## config.mk

```make
export PLATFORM = sky130hd
export DESIGN_NAME = mem_access
export DESIGN_NICKNAME = d
export VERILOG_FILES = /design/src/rtl/mem_access_pkg.sv /design/src/rtl/mem_access_load_align.sv /design/src/rtl/mem_access.sv
export SDC_FILE = /design/constraint.sdc
export NUM_CORES = 1
export LEC_CHECK = 0
export BUFFER_PORTS_ARGS = -buffer_cell sky130_fd_sc_hd__buf_2
export CAP_MARGIN = 20
export CORE_ASPECT_RATIO = 0.5
export CORE_MARGIN = 5
export CORE_UTILIZATION = 52
export CTS_BUF_LIST = sky130_fd_sc_hd__clkbuf_8
export CTS_CLUSTER_DIAMETER = 80
export DETAILED_ROUTE_END_ITERATION = 7
export GPL_TIMING_DRIVEN = 0
export PLACE_DENSITY = 0.83
export SYNTH_ARGS = -nofsm -noshare
export SYNTH_HDL_FRONTEND = slang
export SYNTH_SLANG_ARGS = --single-unit
```

## constraint.sdc

```tcl
create_clock -name clk -period 4.94 [get_ports clk]
set_clock_uncertainty 0.15 [all_clocks]
set_input_delay 0.741 -clock clk [delete_from_list [all_inputs] [get_ports clk]]
set_output_delay 0.741 -clock clk [all_outputs]
set_load 0.01 [all_outputs]
```

## src/rtl/mem_access_pkg.sv

```systemverilog
// ---------------------------------------------------------------------------
// mem_access_pkg
// Shared definitions for the memory-access pipeline stage: data/exception
// widths, opcode and funct3 encodings, exception codes, FSM state type,
// the captured-request context struct and small access-size helpers.
// ---------------------------------------------------------------------------
package mem_access_pkg;

    localparam int unsigned XLEN_DEF = 32;
    localparam int unsigned EXW_DEF  = 4;
    localparam int unsigned OPC_W    = 5;
    localparam int unsigned F3_W     = 3;
    localparam int unsigned RA_W     = 5;
    localparam int unsigned BE_W     = 4;

    // instr[6:2] opcode encodings
    localparam logic [OPC_W-1:0] OP_LOAD   = 5'b00000;
    localparam logic [OPC_W-1:0] OP_IMM    = 5'b00100;
    localparam logic [OPC_W-1:0] OP_AUIPC  = 5'b00101;
    localparam logic [OPC_W-1:0] OP_STORE  = 5'b01000;
    localparam logic [OPC_W-1:0] OP_OP     = 5'b01100;
    localparam logic [OPC_W-1:0] OP_LUI    = 5'b01101;
    localparam logic [OPC_W-1:0] OP_BRANCH = 5'b11000;
    localparam logic [OPC_W-1:0] OP_JALR   = 5'b11001;
    localparam logic [OPC_W-1:0] OP_JAL    = 5'b11011;
    localparam logic [OPC_W-1:0] OP_SYSTEM = 5'b11100;

    // funct3 width encodings
    localparam logic [F3_W-1:0] F3_LB  = 3'b000;
    localparam logic [F3_W-1:0] F3_LH  = 3'b001;
    localparam logic [F3_W-1:0] F3_LW  = 3'b010;
    localparam logic [F3_W-1:0] F3_LBU = 3'b100;
    localparam logic [F3_W-1:0] F3_LHU = 3'b101;
    localparam logic [F3_W-1:0] F3_SB  = 3'b000;
    localparam logic [F3_W-1:0] F3_SH  = 3'b001;
    localparam logic [F3_W-1:0] F3_SW  = 3'b010;

    // exception codes raised by this stage
    localparam int unsigned EXC_LOAD_MISALIGN  = 4;
    localparam int unsigned EXC_LOAD_FAULT     = 5;
    localparam int unsigned EXC_STORE_MISALIGN = 6;
    localparam int unsigned EXC_STORE_FAULT    = 7;

    typedef enum logic {
        ST_IDLE = 1'b0,
        ST_BUSY = 1'b1
    } state_e;

    typedef enum logic [1:0] {
        SZ_BYTE = 2'd0,
        SZ_HALF = 2'd1,
        SZ_WORD = 2'd2
    } acc_size_e;

    // instruction context held while a memory transaction is outstanding
    typedef struct packed {
        logic [OPC_W-1:0] opcode;
        logic [F3_W-1:0]  funct3;
        logic [RA_W-1:0]  rd_addr;
        logic             is_store;
    } mem_ctx_t;

    // Access size from funct3; unknown encodings behave as word accesses.
    function automatic acc_size_e access_size(input logic is_store, input logic [F3_W-1:0] f3);
        acc_size_e sz;
        sz = SZ_WORD;
        if (is_store) begin
            case (f3)
                F3_SB:   sz = SZ_BYTE;
                F3_SH:   sz = SZ_HALF;
                default: sz = SZ_WORD;
            endcase
        end else begin
            case (f3)
                F3_LB, F3_LBU: sz = SZ_BYTE;
                F3_LH, F3_LHU: sz = SZ_HALF;
                default:       sz = SZ_WORD;
            endcase
        end
        return sz;
    endfunction

    function automatic logic is_misaligned(input acc_size_e sz, input logic [1:0] addr_lo);
        logic mis;
        case (sz)
            SZ_HALF: mis = addr_lo[0];
            SZ_WORD: mis = (addr_lo != 2'b00);
            default: mis = 1'b0;
        endcase
        return mis;
    endfunction

endpackage

```

## src/rtl/mem_access_load_align.sv

```systemverilog
// ---------------------------------------------------------------------------
// mem_load_align
// Combinational load aligner: picks the byte/halfword addressed by
// i_addr_lo out of the returned word and sign- or zero-extends it.
// Ports:
//   i_rdata   in  XLEN  word returned by data memory
//   i_addr_lo in  2     low address bits of the access
//   i_funct3  in  3     load width/signedness; unknown -> full word
//   o_data    out XLEN  extended load value
// ---------------------------------------------------------------------------
module mem_load_align
    import mem_access_pkg::*;
#(
    parameter int unsigned XLEN = XLEN_DEF
) (
    input  logic [XLEN-1:0] i_rdata,
    input  logic [1:0]      i_addr_lo,
    input  logic [2:0]      i_funct3,
    output logic [XLEN-1:0] o_data
);

    logic [7:0]  w_byte;
    logic [15:0] w_half;

    always_comb begin
        case (i_addr_lo)
            2'd0:    w_byte = i_rdata[7:0];
            2'd1:    w_byte = i_rdata[15:8];
            2'd2:    w_byte = i_rdata[23:16];
            default: w_byte = i_rdata[31:24];
        endcase
        // halfword accesses reaching memory are always 2-byte aligned
        w_half = i_addr_lo[1] ? i_rdata[31:16] : i_rdata[15:0];

        case (i_funct3)
            F3_LB:   o_data = {{(XLEN-8){w_byte[7]}}, w_byte};
            F3_LBU:  o_data = {{(XLEN-8){1'b0}}, w_byte};
            F3_LH:   o_data = {{(XLEN-16){w_half[15]}}, w_half};
            F3_LHU:  o_data = {{(XLEN-16){1'b0}}, w_half};
            default: o_data = i_rdata;
        endcase
    end

endmodule

```

## src/rtl/mem_access.sv

```systemverilog
// ---------------------------------------------------------------------------
// mem_access
// Memory-access pipeline stage between execute and writeback. Issues at most
// one data-memory transaction per load/store, stalls execute while it is
// outstanding, aligns load data and presents a one-cycle writeback bundle.
// Ports:
//   clk, reset                   clock, async active-high reset
//   in_*                         instruction from execute (in_valid qualifies)
//   stall                        execute must hold its outputs
//   dmem_req/we/addr/wdata/be    registered memory request, stable until ack
//   dmem_ack/rdata/err           memory response
//   opcode..exception            writeback bundle, qualified by pipeline_valid
// ---------------------------------------------------------------------------
module mem_access
    import mem_access_pkg::*;
#(
    parameter int unsigned XLEN = XLEN_DEF,
    parameter int unsigned EXW  = EXW_DEF
) (
    input  logic            clk,
    input  logic            reset,
    input  logic            in_valid,
    input  logic [4:0]      in_opcode,
    input  logic [2:0]      in_funct3,
    input  logic            in_nop,
    input  logic [XLEN-1:0] in_result,
    input  logic [XLEN-1:0] in_store_data,
    input  logic [4:0]      in_rd_addr,
    input  logic            in_exception_valid,
    input  logic [EXW-1:0]  in_exception,
    output logic            stall,
    output logic            dmem_req,
    output logic            dmem_we,
    output logic [XLEN-1:0] dmem_addr,
    output logic [XLEN-1:0] dmem_wdata,
    output logic [3:0]      dmem_be,
    input  logic            dmem_ack,
    input  logic [XLEN-1:0] dmem_rdata,
    input  logic            dmem_err,
    output logic [4:0]      opcode,
    output logic            nop_instr,
    output logic [XLEN-1:0] result,
    output logic [4:0]      rd_addr,
    output logic            exception_valid,
    output logic [EXW-1:0]  exception,
    output logic            pipeline_valid
);

    state_e          r_state;
    state_e          w_state_next;

    mem_ctx_t        r_ctx;
    logic [XLEN-1:0] r_addr;
    logic            r_dmem_we;
    logic [XLEN-1:0] r_dmem_addr;
    logic [XLEN-1:0] r_dmem_wdata;
    logic [3:0]      r_dmem_be;

    logic [4:0]      r_opcode;
    logic            r_nop_instr;
    logic [XLEN-1:0] r_result;
    logic [4:0]      r_rd_addr;
    logic            r_exception_valid;
    logic [EXW-1:0]  r_exception;
    logic            r_pipeline_valid;

    logic            w_is_load;
    logic            w_is_store;
    logic            w_is_mem;
    acc_size_e       w_size;
    logic            w_misalign;
    logic            w_start_mem;
    logic [3:0]      w_st_be;
    logic [XLEN-1:0] w_st_wdata;
    logic [XLEN-1:0] w_load_data;

    logic            w_stall;
    logic            w_dmem_req;
    logic            w_capture;
    logic            w_out_load;
    logic [4:0]      w_nxt_opcode;
    logic            w_nxt_nop;
    logic [XLEN-1:0] w_nxt_result;
    logic [4:0]      w_nxt_rd_addr;
    logic            w_nxt_exc_valid;
    logic [EXW-1:0]  w_nxt_exc;

    mem_load_align #(.XLEN(XLEN)) u_load_align (
        .i_rdata   (dmem_rdata),
        .i_addr_lo (r_addr[1:0]),
        .i_funct3  (r_ctx.funct3),
        .o_data    (w_load_data)
    );

    // Incoming instruction classification; bubbles and upstream faults never touch memory.
    always_comb begin
        w_is_load   = (in_opcode == OP_LOAD);
        w_is_store  = (in_opcode == OP_STORE);
        w_is_mem    = w_is_load || w_is_store;
        w_size      = access_size(w_is_store, in_funct3);
        w_misalign  = w_is_mem && !in_nop && !in_exception_valid
                      && is_misaligned(w_size, in_result[1:0]);
        w_start_mem = w_is_mem && !in_nop && !in_exception_valid && !w_misalign;
    end

    // Store byte-lane steering: data replicated so every enabled lane carries it.
    always_comb begin
        case (w_size)
            SZ_BYTE: begin
                w_st_be    = 4'b0001 << in_result[1:0];
                w_st_wdata = XLEN'({4{in_store_data[7:0]}});
            end
            SZ_HALF: begin
                w_st_be    = 4'b0011 << in_result[1:0];
                w_st_wdata = XLEN'({2{in_store_data[15:0]}});
            end
            default: begin
                w_st_be    = 4'b1111;
                w_st_wdata = in_store_data;
            end
        endcase
    end

    // State register
    always_ff @(posedge clk or posedge reset) begin
        if (reset) r_state <= ST_IDLE;
        else       r_state <= w_state_next;
    end

    // Next-state logic
    always_comb begin
        w_state_next = r_state;
        case (r_state)
            ST_IDLE: if (in_valid && w_start_mem) w_state_next = ST_BUSY;
            ST_BUSY: if (dmem_ack)                w_state_next = ST_IDLE;
            default: w_state_next = ST_IDLE;
        endcase
    end

    // Output/control decode and next writeback bundle
    always_comb begin
        w_stall         = 1'b0;
        w_dmem_req      = 1'b0;
        w_capture       = 1'b0;
        w_out_load      = 1'b0;
        w_nxt_opcode    = '0;
        w_nxt_nop       = 1'b0;
        w_nxt_result    = '0;
        w_nxt_rd_addr   = '0;
        w_nxt_exc_valid = 1'b0;
        w_nxt_exc       = '0;
        case (r_state)
            ST_IDLE: begin
                if (in_valid) begin
                    if (w_start_mem) begin
                        w_capture = 1'b1;
                    end else begin
                        w_out_load      = 1'b1;
                        w_nxt_opcode    = in_opcode;
                        w_nxt_nop       = in_nop;
                        w_nxt_result    = in_result;
                        w_nxt_rd_addr   = in_rd_addr;
                        w_nxt_exc_valid = in_exception_valid || w_misalign;
                        // upstream exception wins over a local misalignment
                        if (in_exception_valid)
                            w_nxt_exc = in_exception;
                        else if (w_misalign)
                            w_nxt_exc = w_is_store ? EXW'(EXC_STORE_MISALIGN)
                                                   : EXW'(EXC_LOAD_MISALIGN);
                    end
                end
            end
            ST_BUSY: begin
                w_stall    = 1'b1;
                w_dmem_req = 1'b1;
                if (dmem_ack) begin
                    w_out_load      = 1'b1;
                    w_nxt_opcode    = r_ctx.opcode;
                    w_nxt_result    = r_ctx.is_store ? r_addr : w_load_data;
                    w_nxt_rd_addr   = r_ctx.rd_addr;
                    w_nxt_exc_valid = dmem_err;
                    if (dmem_err)
                        w_nxt_exc = r_ctx.is_store ? EXW'(EXC_STORE_FAULT)
                                                   : EXW'(EXC_LOAD_FAULT);
                end
            end
            default: ;
        endcase
    end

    // Request capture and writeback bundle registers
    always_ff @(posedge clk or posedge reset) begin
        if (reset) begin
            r_ctx             <= '0;
            r_addr            <= '0;
            r_dmem_we         <= 1'b0;
            r_dmem_addr       <= '0;
            r_dmem_wdata      <= '0;
            r_dmem_be         <= '0;
            r_opcode          <= '0;
            r_nop_instr       <= 1'b0;
            r_result          <= '0;
            r_rd_addr         <= '0;
            r_exception_valid <= 1'b0;
            r_exception       <= '0;
            r_pipeline_valid  <= 1'b0;
        end else begin
            r_pipeline_valid <= w_out_load;
            if (w_capture) begin
                r_ctx        <= '{opcode: in_opcode, funct3: in_funct3,
                                  rd_addr: in_rd_addr, is_store: w_is_store};
                r_addr       <= in_result;
                r_dmem_we    <= w_is_store;
                r_dmem_addr  <= {in_result[XLEN-1:2], 2'b00};
                r_dmem_wdata <= w_is_store ? w_st_wdata : '0;
                r_dmem_be    <= w_is_store ? w_st_be : 4'b1111;
            end
            if (w_out_load) begin
                r_opcode          <= w_nxt_opcode;
                r_nop_instr       <= w_nxt_nop;
                r_result          <= w_nxt_result;
                r_rd_addr         <= w_nxt_rd_addr;
                r_exception_valid <= w_nxt_exc_valid;
                r_exception       <= w_nxt_exc;
            end
        end
    end

    // stall/dmem_req decode the state flop only, so reset drops them at once
    assign stall           = w_stall;
    assign dmem_req        = w_dmem_req;
    assign dmem_we         = r_dmem_we;
    assign dmem_addr       = r_dmem_addr;
    assign dmem_wdata      = r_dmem_wdata;
    assign dmem_be         = r_dmem_be;
    assign opcode          = r_opcode;
    assign nop_instr       = r_nop_instr;
    assign result          = r_result;
    assign rd_addr         = r_rd_addr;
    assign exception_valid = r_exception_valid;
    assign exception       = r_exception;
    assign pipeline_valid  = r_pipeline_valid;

endmodule
```

==> results.py, run 1 <==
metrics = {
    "critical_path": {
        "worstPathMaxFanout": 10,
        "path_class": "in -> reg",
        "rrSetupSlack_ps": 2410,
        "reg2reg_depth": 6,
        "r2r-end": "result[17]",
        "r2r-start": "dmem_we",
        "cp.required_ps": 5170,
        "worstPathArrival_ps": 4040,
        "setup.worst_path.start_class": "primary input",
        "end_kind": "register",
    },
    "clock_network": {
        "cts_buffer_depth": 2,
        "cts_tree": "done",
        "clk_latency_ps": 440,
        "post_cts_resized": 0,
        "cts_inserted_buffers": 17,
        "clock_sinks": 132,
        "clock-root-buffer": "clkbuf_8",
        "postCtsHoldBufs": 0,
        "htree_levels": 4,
        "path_clk_slew_ps": 80,
        "post_cts.repair.setup_buffers": 0,
    },
    "synthesis": {
        "ys_seq_area_frac": 0.499,
        "yosys_warnings": 0,
        "ys_seq_elements": 132,
        "netlist_area_um2": 6620,
        "netlist_instances": 699,
        "yosysTopAreaCell": "dfrtp_1",
        "synth-main-ff-cell": "dfrtp_1",
        "netlist.area_leader.share": 0.499,
        "async_reset_ff_frac": 1.00,
        "synth_edf_count": 0,
        "ys_top_cells_by_area": "dfrtp_1, nand2_1, buf_4",
        "synth_cell_types": 53,
        "post_synth.cell_area_avg_um2": 9.47,
    },
    "finish": {
        "drive_gt1_frac": 0.348,
        "fin_cells": 1139,
        "syn2layout_area_growth_pct": 27.3,
        "utilization": 0.671,
        "fin_nets": 1079,
        "diodes": 0,
    },
    "global_routing": {
        "grt_pass1_vias": 6638,
        "grt.overflow.total": 0,
        "grt_max_degree": 79,
        "grtUsageTotal": 0.283,
        "antenna_found_initial": 0,
        "grt_pass1_wl_um": 34600,
    },
    "floorplan": {
        "start_util": 0.527,
        "rows": 29,
        "die_h_um": 89.8,
        "ios": 240,
        "core_um2": 12600,
        "die-area_um2": 15200,
        "die-width_um": 170,
    },
    "placed_design": {
        "port_buffers": 236,
        "preCtsSetupSlack_ps": 739,
        "dp_hpwl_um": 16300,
        "gp_congestion": 0.907,
        "place_inst": 1107,
    },
    "drt": {
        "drt_iter0_drc": 582,
        "wl_um": 21800,
        "vias": 6569,
        "antenna_left": 0,
        "first_pass_iters": 5,
        "viasPerCell": 5.77,
        "detail_route.wl_per_cell_um": 19.1,
        "drc": 0,
    },
    "sta": {
        "drv_slew": 0,
        "max-slew-margin-rel": 0.384,
        "rsz0062_at_grt": "false",
        "max_freq_mhz": 262,
        "worstMarginPinSlew_ps": 921,
        "setup_viol": 0,
        "final-hold-violation-count": 0,
        "fin_crit_sh": 0.772,
        "fin_ws_ps": 1120,
        "fin_crit_ps": 3820,
    },
    "hold_path": {
        "hp-class": "in -> async",
    },
    "status": {
        "outcome": "completed",
    },
    "job": {
        "maxCapViolCount": 0,
    },
    "power": {
        "pwr_density_cell_nw_per_um2": 321,
        "totalPowerFinal_mw": 2.71,
        "irDropWorstVdd_v": 0.000159,
        "leakage_nw": 4.50,
    },
}
## flip-flops by register name, summed over array words and instances (netlist names)
signal,flops
r_ctx,13
rd_addr,5
pipeline_valid,1
dmem_be,4
result,32
r_addr,32
dmem_we,1
opcode,5
nop_instr,1
exception,4
dmem_wdata,32
exception_valid,1
r_state,1
## cell families (layout without fill, tap and decap cells)
family	after synthesis	after routing	synth area share
muxes	17	17	0.0268
buffers and inverters	94	363	0.0830
AOI/OAI and AO/OA	166	166	0.194
adders and majority gates	3	3	0.00567
other	1	2	0.000566
DFF	132	132	0.499
and+or+nand+nor	286	286	0.191
## power by group
group / leakage [nW] / internal (mW) / switching (mW)
combinational: 2.59 / 0.255 / 0.327
sequential: 1.72 / 1.17 / 0.0714
clock: 0.189 / 0.415 / 0.465
total: 4.50 / 1.84 / 0.863
## Yosys cell counts (all sizes together) (2+ instances only)
| library cell | number |
|---|---|
| o21ai | 37 |
| and2 | 6 |
| or2 | 2 |
| dfrtp | 132 |
| nand2 | 187 |
| o31ai | 3 |
| mux2 | 6 |
| nand3 | 40 |
| a221oi | 17 |
| a31oi | 8 |
| a21oi | 6 |
| ha | 3 |
| a22oi | 30 |
| o22a | 2 |
| and3b | 2 |
| a32o | 17 |
| a221o | 10 |
| a21boi | 4 |
| buf | 48 |
| nor4 | 2 |
| clkbuf | 33 |
| nor2b | 4 |
| mux2i | 11 |
| and3 | 3 |
| nor2 | 17 |
| nor3 | 2 |
| a22o | 11 |
| inv | 13 |
| or3 | 17 |
| o221ai | 2 |
| o21a | 2 |
| o211ai | 2 |
| o22ai | 9 |
## per-layer routing
metal  GRT usage  vias to the layer above  part of all wire
met2       0.455                      362              0.47
met1       0.371                     3163              0.40
met4       0.104                        0             0.030
li1            -                     2976                 -
met3      0.0745                       68              0.10
met5           0                        -                 0
## placed cells by master (no fill, tap or decap), drive strengths merged, types with 10 or more instances in the layout
| cell type | count |
|---|---|
| a221o | 10 |
| a221oi | 17 |
| a22o | 11 |
| a22oi | 30 |
| a32o | 17 |
| buf | 285 |
| clkbuf | 51 |
| dfrtp | 132 |
| inv | 15 |
| mux2i | 11 |
| nand2 | 187 |
| nand3 | 40 |
| nor2 | 17 |
| o21ai | 37 |
| or3 | 17 |
## cell type report
cell class	count	area [um^2]
plain buffers	81	500
clock buffers	18	248
clock inverters	14	130
fillers	1050	4130
inverters	13	53.8
multi-input cells	474	2770
flip-flops and latches	132	3300
well taps	170	213
repair buffers	237	1210
## metrics by stage
stage,area (um^2),setup TNS [ps],hold WS [ps]
global route,8430,0,222
finish,8430,0,193
CTS,8430,0,199
detailed placement,8050,0,303
floorplan,6620,0,280
global placement,8020,-124200,300
## worst max-delay path, stage by stage
cell	delay [ps]
buf_2	110
or4_4	590
nor2_1	290
a21oi_1	210
nand2_1	160
inv_1	60
ha_1	220
o211a_1	280
o41ai_4	770
buf_2	380
nand3_1	120
nand3_1	110
## how the worst max path moves through the flow
stage / to / slack [ps] / from
3_5_place_dp: result[19] / 740 / in_opcode[4]
3_3_place_gp: dmem_wdata[30] / -950 / reset
2_1_floorplan: dmem_be[0] / 520 / reset
5_1_grt: result[19] / 1010 / in_opcode[4]
4_1_cts: result[19] / 1180 / in_opcode[4]
6_report: result[19] / 1120 / in_opcode[4]
Power figures use the tool's default switching activity.
==> run 2: changes to the inputs <==
--- a/config.mk
+++ b/config.mk
@@ -5,16 +5,17 @@
 export SDC_FILE = /design/constraint.sdc
 export NUM_CORES = 1
 export LEC_CHECK = 0
+export ABC_AREA = 1
 export BUFFER_PORTS_ARGS = -buffer_cell sky130_fd_sc_hd__buf_2
 export CAP_MARGIN = 20
 export CORE_ASPECT_RATIO = 0.5
 export CORE_MARGIN = 5
-export CORE_UTILIZATION = 52
+export CORE_UTILIZATION = 47
 export CTS_BUF_LIST = sky130_fd_sc_hd__clkbuf_8
 export CTS_CLUSTER_DIAMETER = 80
 export DETAILED_ROUTE_END_ITERATION = 7
 export GPL_TIMING_DRIVEN = 0
-export PLACE_DENSITY = 0.83
+export PLACE_DENSITY = 0.79
 export SYNTH_ARGS = -nofsm -noshare
 export SYNTH_HDL_FRONTEND = slang
 export SYNTH_SLANG_ARGS = --single-unit
==> constraint.sdc (replaced) <==
create_clock -name clk -period 3.29 [get_ports clk]
set_clock_uncertainty 0.15 [all_clocks]
set_input_delay 0.4935 -clock clk [delete_from_list [all_inputs] [get_ports clk]]
set_output_delay 0.4935 -clock clk [all_outputs]
set_load 0.01 [all_outputs]
==> run 2 against run 1 <==
Compared with the run above: global-route usage down 3.1 points; register-to-register slack worse by 1100 ps; highest routed layer unchanged; wire length up 1.2%; utilization down 5.9 points.
==> results.py, run 2 <==
metrics = {
    "status": {
        "outcome": "completed",
    },
    "floorplan": {
        "ios": 240,
        "die-area_um2": 17300,
        "start_util": 0.478,
        "die_h_um": 95.7,
        "rows": 31,
        "core_um2": 14400,
        "die-width_um": 181,
    },
    "clock_network": {
        "clock-root-buffer": "clkbuf_8",
        "clock_sinks": 132,
        "path_clk_slew_ps": 80,
        "htree_levels": 4,
        "cts_tree": "done",
        "post_cts.repair.setup_buffers": 0,
        "cts_buffer_depth": 2,
        "post_cts_resized": 0,
        "cts_inserted_buffers": 17,
        "clk_latency_ps": 430,
        "postCtsHoldBufs": 0,
    },
    "synthesis": {
        "post_synth.cell_area_avg_um2": 7.74,
        "ys_seq_elements": 132,
        "yosysTopAreaCell": "dfrtp_1",
        "netlist_area_um2": 6900,
        "netlist.area_leader.share": 0.479,
        "ys_seq_area_frac": 0.479,
        "async_reset_ff_frac": 1.00,
        "synth_edf_count": 0,
        "yosys_warnings": 0,
        "netlist_instances": 891,
        "synth_most_common_cell": "nand2_1",
        "synth_cell_types": 32,
        "ys_top_cells_by_area": "dfrtp_1, nand2_1, o21ai_0",
        "synth-main-ff-cell": "dfrtp_1",
        "synth_common_cells": "nand2_1, dfrtp_1, o21ai_0, inv_1, nand3_1",
    },
    "power": {
        "intPower_mw": 3.09,
        "irDropWorstVdd_v": 0.000255,
        "p_sw_frac": 0.331,
        "p_switching_mw": 1.53,
        "leakage_nw": 4.86,
        "pwr_density_cell_nw_per_um2": 523,
        "seqPwrFrac": 0.419,
        "p_comb_frac": 0.253,
        "p_clk_frac": 0.328,
    },
    "critical_path": {
        "worstPathMaxFanout": 10,
        "cp.required_ps": 3450,
        "rrSetupSlack_ps": 1280,
        "worstPathArrival_ps": 3070,
        "path_class": "in -> reg",
        "end_kind": "register",
        "setup.worst_path.start_class": "primary input",
    },
    "placed_design": {
        "place_inst": 1330,
        "gp_congestion": 0.934,
        "dp_hpwl_um": 17200,
        "port_buffers": 237,
    },
    "sta": {
        "rsz0062_at_grt": "false",
        "max-slew-margin-rel": 0.509,
        "fin_crit_ps": 2910,
        "final-hold-violation-count": 0,
        "worstMarginPinSlew_ps": 735,
        "setup_viol": 0,
        "drv_slew": 0,
        "timing.setup.tns_ps": 0,
        "max_freq_mhz": 344,
        "fin_crit_sh": 0.884,
    },
    "finish": {
        "diodes": 0,
        "nFillCells": 1346,
        "drive_gt1_frac": 0.304,
        "syn2layout_area_growth_pct": 28.1,
        "layout_commonest_cell": "nand2_1",
        "final_cell_mix": "nand2_1, buf_2, dfrtp_1",
        "fin_cells": 1362,
        "fin_nets": 1274,
        "regArea_um2": 3300,
        "multi_input_area_um2": 2780,
    },
    "global_routing": {
        "grt_pass1_vias": 7005,
        "grtUsageTotal": 0.252,
        "grt_max_degree": 43,
        "grt_pass1_wl_um": 35100,
        "antenna_found_initial": 0,
        "grt.overflow.total": 0,
    },
    "job": {
        "maxCapViolCount": 0,
    },
    "drt": {
        "first_pass_iters": 5,
        "vias": 6964,
        "viasPerCell": 5.11,
        "antenna_left": 0,
        "detail_route.wl_per_cell_um": 16.2,
        "drt_iter0_drc": 456,
        "drc": 0,
        "wl_um": 22100,
    },
    "hold_path": {
        "hp-class": "in -> async",
    },
}
[run 2: through the flow]
step	hold slack (ps)	util	power [mW]	area [um^2]	setup WS (ps)
after global placement	299	0.578	3.09	8340	-29.6
final	24.6	0.612	4.62	8840	381
after floorplan	287	-	2.65	6910	679
after detailed placement	302	0.582	3.13	8400	-51.4
after global routing	60.1	0.612	4.86	8840	176
after CTS	22.8	0.612	4.64	8840	408
[run 2: critical path, stage by stage]
cell and delay (ps):
buf_2 90, clkbuf_1 380, nand3_1 130, inv_1 140
a21oi_1 140, nand2_1 130, inv_1 50, ha_1 220
nand2_1 80, inv_1 50, o21ai_2 220, nand2_4 130
nor2_8 220, nand2_2 180, nor2_1 280, a2bb2oi_1 120
[run 2: cells by family (layout without fill, tap and decap cells)]
family / Yosys count / in the layout / share of synthesized area
and+or+nand+nor: 396 / 396 / 0.237
AOI/OAI and AO/OA: 186 / 186 / 0.147
buffers and inverters: 165 / 437 / 0.119
DFF: 132 / 132 / 0.479
muxes: 8 / 8 / 0.0116
adders and majority gates: 3 / 3 / 0.00544
other: 1 / 2 / 0.000544
[run 2: final timing paths]
kind,start,to,cells past startpoint
max,in_opcode[3],dmem_be[1],16
min,reset,exception[3],2
max reg2reg,r_state,result[20],6
min reg2reg,r_ctx[10],r_ctx[10],2
max in group asynchronous,reset,result[29],4
min in group clk,dmem_ack,r_state,2
[run 2: power by group through the flow]
stage                     clock network, mW  registers, mW  logic [mW]
after floorplan                           0           2.00       0.655
after global placement                    0           1.96        1.13
after detailed placement                  0           1.96        1.16
after CTS                              1.53           1.93        1.17
after global routing                   1.61           1.96        1.29
final                                  1.51           1.94        1.17
[run 2: routing by layer]
metal  share of wire  GRT usage  up-vias
li1                -          -     3339
met1            0.42      0.325     3297
met2            0.48      0.432      293
met3           0.079     0.0575       35
met4           0.019     0.0749        0
met5               0          0        -
[run 2: final cells by class]
cell class | instances | share of cell area
Sequential cell | 132 | 0.374
Clock buffer | 18 | 0.0280
Timing Repair Buffer | 240 | 0.141
Clock inverter | 14 | 0.0214
Inverter | 86 | 0.0370
Buffer | 79 | 0.0566
Multi-Input combinational cell | 595 | 0.314
Tap cell | 198 | 0.0280
